### config.mk
export PLATFORM = sky130hd
export DESIGN_NAME = br_arbitro_escritura
export DESIGN_NICKNAME = d
export VERILOG_FILES = /design/src/rtl/br_pkg.sv /design/src/rtl/rr_arbitro_2.sv /design/src/rtl/br_arbitro_escritura.sv
export SDC_FILE = /design/constraint.sdc
export NUM_CORES = 1
export LEC_CHECK = 0
export BUFFER_PORTS_ARGS = -buffer_cell sky130_fd_sc_hd__buf_2
export CAP_MARGIN = 20
export CORE_MARGIN = 10
export CORE_UTILIZATION = 43
export CTS_CLUSTER_SIZE = 25
export DETAILED_ROUTE_END_ITERATION = 8
export PLACE_DENSITY = 0.86
export SYNTH_ARGS = -nofsm -noshare
export SYNTH_HDL_FRONTEND = slang
export SYNTH_SLANG_ARGS = --single-unit
### constraint.sdc
create_clock -name clk -period 1.5 [get_ports clk]
set_clock_uncertainty 0.1 [all_clocks]
set_input_delay 0.075 -clock clk [delete_from_list [all_inputs] [get_ports clk]]
set_output_delay 0.075 -clock clk [all_outputs]
set_load 0.02 [all_outputs]
### src/rtl/br_pkg.sv
// Shared constants and types for the register-bank write path.
package br_pkg;

    localparam int ANCHO = 32;
    localparam int DIR   = 5;
    localparam int N_REG = 32;

    typedef enum logic {INIT, RUN} estado_t;

    typedef enum logic {REQ_A = 1'b0, REQ_B = 1'b1} req_t;

endpackage

### src/rtl/rr_arbitro_2.sv
// Two-way round-robin arbiter: one-hot grant, pointer flips away from the winner.
module rr_arbitro_2
    import br_pkg::*;
(
    input  logic       clk,
    input  logic       rst,
    input  logic [1:0] req,
    input  logic       adv,
    output logic [1:0] gnt,
    output req_t       prio
);

    always_comb begin
        gnt = 2'b00;
        case (req)
            2'b01:   gnt = 2'b01;
            2'b10:   gnt = 2'b10;
            2'b11:   gnt = (prio == REQ_A) ? 2'b01 : 2'b10;
            default: gnt = 2'b00;
        endcase
    end

    // Idle cycles leave the pointer untouched.
    always_ff @(posedge clk) begin
        if (rst)
            prio <= REQ_A;
        else if (adv && (gnt != 2'b00))
            prio <= gnt[0] ? REQ_B : REQ_A;
    end

endmodule

### src/rtl/br_arbitro_escritura.sv
// Write-port controller: zero-fills the bank after reset, then arbitrates
// the single write port between ALU (A) and load (B) writebacks.
module br_arbitro_escritura #(
    parameter int N_REG = br_pkg::N_REG,
    parameter int DIR   = br_pkg::DIR,
    parameter int ANCHO = br_pkg::ANCHO
) (
    input  logic             clk,
    input  logic             rst,
    input  logic             a_valid,
    output logic             a_ready,
    input  logic [DIR-1:0]   a_dir,
    input  logic [ANCHO-1:0] a_dato,
    input  logic             b_valid,
    output logic             b_ready,
    input  logic [DIR-1:0]   b_dir,
    input  logic [ANCHO-1:0] b_dato,
    output logic             WE,
    output logic [DIR-1:0]   DE,
    output logic [ANCHO-1:0] Dato,
    output logic             listo
);
    import br_pkg::*;

    localparam logic [DIR-1:0] ULTIMO = DIR'(N_REG - 1);

    estado_t          estado;
    logic [DIR-1:0]   cnt;
    logic [1:0]       gnt;
    req_t             prio;
    logic             run;
    logic             xfer;
    logic [DIR-1:0]   sel_dir;
    logic [ANCHO-1:0] sel_dato;

    assign run = (estado == RUN);

    rr_arbitro_2 u_rr (
        .clk  (clk),
        .rst  (rst),
        .req  ({b_valid, a_valid}),
        .adv  (run),
        .gnt  (gnt),
        .prio (prio)
    );

    assign a_ready = run && gnt[0];
    assign b_ready = run && gnt[1];
    assign xfer    = a_ready || b_ready;

    assign sel_dir  = gnt[1] ? b_dir  : a_dir;
    assign sel_dato = gnt[1] ? b_dato : a_dato;

    always_ff @(posedge clk) begin
        if (rst) begin
            estado <= INIT;
            cnt    <= '0;
            WE     <= 1'b0;
            DE     <= '0;
            Dato   <= '0;
            listo  <= 1'b0;
        end else begin
            case (estado)
                INIT: begin
                    WE   <= 1'b1;
                    DE   <= cnt;
                    Dato <= '0;
                    cnt  <= cnt + 1'b1;
                    if (cnt == ULTIMO) begin
                        estado <= RUN;
                        listo  <= 1'b1;
                    end
                end
                RUN: begin
                    // Writes to register 0 complete the handshake but never reach the bank.
                    if (xfer && (sel_dir != '0)) begin
                        WE   <= 1'b1;
                        DE   <= sel_dir;
                        Dato <= sel_dato;
                    end else begin
                        WE <= 1'b0;
                    end
                end
                default: estado <= INIT;
            endcase
        end
    end

endmodule

==> impl_metrics.csv, run 1 <==
group,metric,value,unit
placed_design,io_buffers,118,
power,power_leakage,1.87,nW
setup_path,crit_buf_inv,1,
timing,setup_violations,37,
setup_path,cp_cell_sequence,"nand2b_4 > and2_4 > a211o_4 > buf_12 > mux2i_1",
routing,drt_iter0_drc,112,
die,core_area,5920,um2
power,power,2.32,mW
global_route,grt_max_degree,43,
clock_network,cts_tree,"done",
synth,ys_types,32,
finish,finish.utilization,0.586,
hold_path,min_from,"rst",
routing,wl_per_cell,15.1,um
routing,routed_wl,7390,um
die,die_h,98.1,um
synth,yosysWarningCount,0,
clock_network,htree_levels,2,
power,peakVddDrop,419,uV
outcome,violations,"negative setup slack",
clock_network,clk_path_buf_depth,2,
clock_network,clock-sinks,46,
clock_network,cts_buffers,5,
setup_path,end_kind,"register",
routing,via_count,2549,
finish,syn2layout_area_growth,32.4,%
routing,via_per_inst,5.20,
hold_path,hold_class,"input port to register",
timing,relSlewSlack,0.781,
timing,min_period_over_period,1.05,
setup_path,r2r_slack,-0.07,ns
routing,drc,0,
synth,ys_seq_area_frac,0.351,
setup_path,startpoint_type,"register",
timing,worst_slew_pin_slew,0.328,ns
die,num_rows,28,
setup_path,reg2reg_depth,5,
finish,n_antenna_cell,0,
setup_path,crit_type,"register to register",
timing,setup_slack,-0.0676,ns
global_route,overflow,0,
power,p_per_area,668,nW/um2
setup_path,cp.arrival,1.69,ns
synth,netlist_instances,302,
setup_path,timing.rr.end,"DE[4]",
synth,synth_nets,382,
finish,fill_cells,525,
synth,synth_area_per_cell,8.68,um2
routing,drtAntennaViolNets,0,
clock_network,clk_pin_slew_worst_paths,0.08,ns
die,boundaryPins,119,
synth,netlist_area,2620,um2
timing,min_period,1.57,ns
outcome,status,"finished, violations left",
timing,fmax,638,MHz
placed_design,hpwl,5720,um
setup_path,cp.depth,5,
finish,num-nets-final,494,
placed_design,pre_cts_slack,-0.181,ns
placed_design,gp_congestion,0.876,
setup_path,crit_path_start,"u_rr.prio",
global_route,grt_usage,0.145,
routing,drt_pass1_iterations,4,
clock_network,clockRootBuffer,"clkbuf_8",
timing,hold_viol_final,0,
global_route,grt_antenna_before_repair,0,
setup_path,cp_top_family,"simple AND/OR/NAND/NOR gates",
timing,rsz0062_at_grt,"true",
global_route,grt_pass1_wl,11900,um
setup_path,cp_max_fo,23,
setup_path,worst_path_max_delay_cell,"a211o_4",
die,initial_core_util,0.443,
flow_run,maxCapViolCount,0,
synth,ys_seq_elements,46,
die,die_x,98.1,um
setup_path,regToRegStartpoint,"u_rr.prio",
setup_path,setup.worst_path.end,"DE[4]",
setup_path,cpPeakStageDelay,0.35,ns
finish,drive_gt1_frac,0.383,
setup_path,required,1.62,ns
clock_network,clock_latency,0.29,ns
timing,drv_slew,0,
die,floorplan.die_area,9620,um2
global_route,grt_pass1_vias,2607,
[stage by stage]
stage	instance area, um2	setup TNS [ns]	hold slack (ns)	cells
final	3470	-1.55	0.0672	490
after global routing	3470	-3.20	0.0619	490
after CTS	3440	-1.59	0.0463	490
after detailed placement	3330	-4.62	0.289	481
after global placement	3330	-2.95	0.291	481
after floorplan	2630	-0.113	0.0565	302
[synth_stat cells]
cell       count  area (um2)
a41o_1         1        10.0
and4_1         1        8.76
inv_1          3        11.3
a21boi_0      35         263
or4_4          1        11.3
buf_6          1        11.3
xor2_1         2        17.5
buf_12         3        60.1
ha_1           2        25.0
or4_1          1        7.51
dfxtp_1       46         921
buf_2          2        10.0
o311ai_0       2        17.5
nor2b_1        2        12.5
a221oi_1       1        8.76
nand3_1       18        90.1
clkbuf_1      22        82.6
nand2b_2       1        8.76
xnor2_1        1        8.76
and2_1         1        6.26
a211oi_2       1        12.5
a21oi_1        5        25.0
and3_1        39         244
nor2_1        10        37.5
mux2i_1       36         360
mux2_2         3        33.8
a211o_1        1        8.76
o2bb2ai_2      2        30.0
nand2_1       20        75.1
nand2b_1       1        6.26
o21ai_0       35         175
buf_4          3        22.5
[cell type report]
type                       count  area (um2)  share of cell area
multi-input combinational    222        1540               0.444
sequential                    46         923               0.266
timing repair buffer         136         811               0.234
tap                           75        93.8              0.0270
clock buffer                   5        68.8              0.0198
clock inverter                 3        21.3             0.00613
inverter                       3        11.3             0.00324
[kinds of logic (layout without fill, tap and decap cells)]
| group | Yosys count | count (layout) | synth area share |
|---|---|---|---|
| XOR/XNOR | 3 | 3 | 0.0100 |
| buffers and inverters | 34 | 147 | 0.0754 |
| AND/OR/NAND/NOR | 95 | 95 | 0.194 |
| adder cells (fa/ha/maj) | 2 | 2 | 0.00954 |
| flip-flops | 46 | 46 | 0.351 |
| multiplexers | 39 | 39 | 0.150 |
| AO/OA/AOI/OAI | 83 | 83 | 0.210 |
[what timing repair did]
action                     4_1_cts  5_1_grt
hold buffers                     1        0
hold endpoints to repair         1        0
setup endpoints to repair       40       40
pin swaps                        1        0
resized for setup                7        9
setup buffers                    0        0
[how the worst min path moves through the flow]
stage                        to  slack [ns]  depth (start not counted)
final                     DE[2]        0.07                          4
after global routing      DE[2]        0.06                          4
after CTS                 DE[2]        0.05                          4
after detailed placement  DE[1]        0.29                          3
after global placement    DE[1]        0.29                          3
after floorplan           DE[0]        0.06                          1
[worst register-to-register path, stage by stage, from the launching register on]
cell and delay, ns:
dfxtp_2 0.33, nand2b_4 0.18, and2_4 0.18, a211o_4 0.35, buf_12 0.18, mux2i_1 0.18
[sequential cells by signal (all words and copies together), names as in the netlist]
name	cells
Dato	32
cnt	5
listo	1
estado	1
WE	1
u_rr.prio	1
DE	5
[report_power, final]
part           switching (mW)  internal (mW)
combinational           0.155          0.175
clock                   0.420          0.327
sequential            0.00925           1.23
total                   0.584           1.74
[layout by cell type, fill, tap and decap left out, types with 3 or more instances in the layout]
cell type,n
buf_4,10
nand2_1,20
buf_2,116
inv_1,3
nand3_1,18
mux2i_1,36
a21oi_1,4
buf_6,4
nor2_1,9
a21boi_0,34
buf_12,5
o21ai_0,33
clkbuf_8,5
and3_1,38
mux2_2,3
dfxtp_1,44
[per-layer routing]
metal | share of wire | track usage | vias up
met3 | 0.079 | 0.0514 | 9
met2 | 0.48 | 0.251 | 86
li1 | - | - | 1308
met5 | 0 | 0 | -
met4 | 0.014 | 0.0425 | 0
met1 | 0.42 | 0.163 | 1146
Power figures use the tool's default switching activity.
==> inputs of run 2 (changes only) <==
BUFFER_PORTS_ARGS = not set   (was -buffer_cell sky130_fd_sc_hd__buf_2)
CORE_UTILIZATION = 54   (was 43)
DONT_BUFFER_PORTS = 1   (was not set)
PLACE_DENSITY = 0.81   (was 0.86)
RECOVER_POWER = 50   (was not set)
==> impl_metrics.csv, run 2 (synthesis gave the netlist of run 1 again) <==
group,metric,value,unit
outcome,status,"finished, violations left",
outcome,violations,"negative hold slack, negative setup slack",
power,power_leakage,1.33,nW
power,peakVddDrop,375,uV
timing,hold_viol_final,2,
timing,setup_violations,32,
power,clkPwrFrac,0.347,
setup_path,startpoint_type,"register",
clock_network,clockRootBuffer,"clkbuf_8",
setup_path,cp_cell_sequence,"nand2b_4 > and2_4 > a211o_4 > buf_12 > mux2i_2",
power,p_sw_frac,0.230,
finish,n_antenna_cell,0,
finish,largest_register_ffs,32,
finish,num-nets-final,377,
setup_path,cp_top_family,"compound AO/OA/AOI/OAI gates",
flow_run,maxCapViolCount,0,
power,power_frac_comb,0.088,
setup_path,crit_buf_inv,1,
die,boundaryPins,119,
setup_path,cpPeakStageDelay,0.35,ns
routing,via_count,2168,
timing,rsz0062_at_grt,"true",
timing,worst_slew_pin_slew,0.544,ns
die,core_area,4720,um2
setup_path,setup.worst_path.end,"Dato[25]",
clock_network,cts_tree,"done",
finish,finish.utilization,0.609,
power,power_switching,510,uW
setup_path,cp.arrival,1.64,ns
setup_path,crit_path_start,"u_rr.prio",
timing,drv_slew,0,
die,die_x,89.7,um
routing,via_per_inst,5.94,
routing,drt_iter0_drc,106,
clock_network,clk_pin_slew_worst_paths,0.08,ns
global_route,grt_pass1_vias,2115,
finish,final_area,2880,um2
setup_path,cp_max_fo,21,
placed_design,place_area,2690,um2
finish,final_common_cell,"dfxtp_1",
global_route,grt_usage,0.169,
routing,drc,0,
finish,mostFrequentLayoutCells,"dfxtp_1 (44), and3_1 (37), a21boi_0 (35), mux2i_1 (35), o21ai_0 (34)",
global_route,grt_antenna_before_repair,1,
finish,top_regs,"Dato x32, DE x5, cnt x5",
global_route,overflow,0,
setup_path,regToRegStartpoint,"u_rr.prio",
clock_network,htree_levels,2,
finish,drive_gt1_frac,0.138,
setup_path,r2r_slack,-0.06,ns
hold_path,hold_class,"input port to register",
die,initial_core_util,0.555,
global_route,grt_pass1_wl,10700,um
clock_network,cts_buffers,5,
power,p_per_area,769,nW/um2
setup_path,crit_type,"register to register",
clock_network,clk_path_buf_depth,2,
power,internal_power,1.70,mW
timing,tns,-0.578,ns
die,floorplan.die_area,8040,um2
timing,hold_slack,-0.0120,ns
setup_path,required,1.58,ns
clock_network,clock_latency,0.30,ns
power,power_frac_seq,0.565,
placed_design,io_buffers,0,
timing,fmax,639,MHz
die,num_rows,25,
setup_path,timing.rr.end,"Dato[25]",
setup_path,cp.depth,5,
global_route,grt_max_degree,78,
finish,syn2layout_area_growth,9.69,%
placed_design,hpwl,5010,um
timing,relSlewSlack,0.636,
setup_path,worst_path_max_delay_cell,"a211o_4",
routing,drtAntennaViolNets,0,
timing,min_period_over_period,1.04,
routing,routed_wl,6900,um
die,die_h,89.7,um
placed_design,gp_congestion,0.795,
setup_path,reg2reg_depth,5,
routing,drt_pass1_iterations,4,
finish,regMostFlops,"Dato",
timing,setup_slack,-0.0641,ns
clock_network,clock-sinks,46,
routing,wl_per_cell,18.9,um
setup_path,end_kind,"register",
timing,min_period,1.56,ns
-- run 2: cell count changes in the layout (fill, tap and decap cells not counted), sizes merged --
cell | before | now
buf | 135 | 15
clkbuf | 5 | 7
clkinv | 2 | 1
clkinvlp | 1 | 0
dlygate4sd3 | 1 | 4
-- run 2: worst min path at each step --
stage / end / cells past startpoint / from
after floorplan: DE[0] / 1 / rst
after global placement: u_rr.prio / 1 / rst
after detailed placement: cnt[3] / 1 / rst
after CTS: u_rr.prio / 3 / b_valid
after global routing: Dato[28] / 3 / b_valid
final: DE[3] / 3 / b_valid
-- run 2: worst min-delay path: cells and delay by family --
kind / cells / cell delay (ns)
AOI/OAI and AO/OA: 2 / 0.20
muxes: 1 / 0.07
-- run 2: cell type report --
| class | instances | area, um2 |
|---|---|---|
| fillers | 423 | 1850 |
| multi-input cells | 222 | 1560 |
| flip-flops and latches | 46 | 926 |
| repair buffers | 19 | 206 |
| clock buffers | 7 | 86.3 |
| well taps | 67 | 83.8 |
| inverters | 3 | 11.3 |
| clock inverters | 1 | 5.00 |
-- run 2: per-stage QoR --
step	total power, mW	instances	worst slack [ns]
finish	2.21	365	-0.0641
global route	2.32	365	-0.138
CTS	2.23	363	-0.0377
detailed placement	1.45	352	-0.0465
global placement	1.45	352	0.0122
floorplan	1.44	302	-0.00475
-- run 2: timing repair --
action                                 in CTS  in global routing
hold buffers                                3                  1
endpoints found under the hold margin      30                  1
resized for setup                           5                  9
pin swaps                                   0                  1
buffers inserted                            0                  1
setup endpoints to repair                  39                 41
-- run 2: power by group through the flow --
stage | logic [mW] | clock network (mW) | registers [mW]
after global placement | 0.166 | 0 | 1.28
final | 0.194 | 0.768 | 1.25
after detailed placement | 0.172 | 0 | 1.28
after global routing | 0.225 | 0.845 | 1.25
after floorplan | 0.163 | 0 | 1.28
after CTS | 0.186 | 0.793 | 1.25
-- run 2: layer usage --
layer,track usage,wire (um),up-vias
met3,0.0794,838,10
met4,0.0592,104,2
met5,0,13,-
met1,0.180,2640,993
li1,-,-,1071
met2,0.285,3300,92
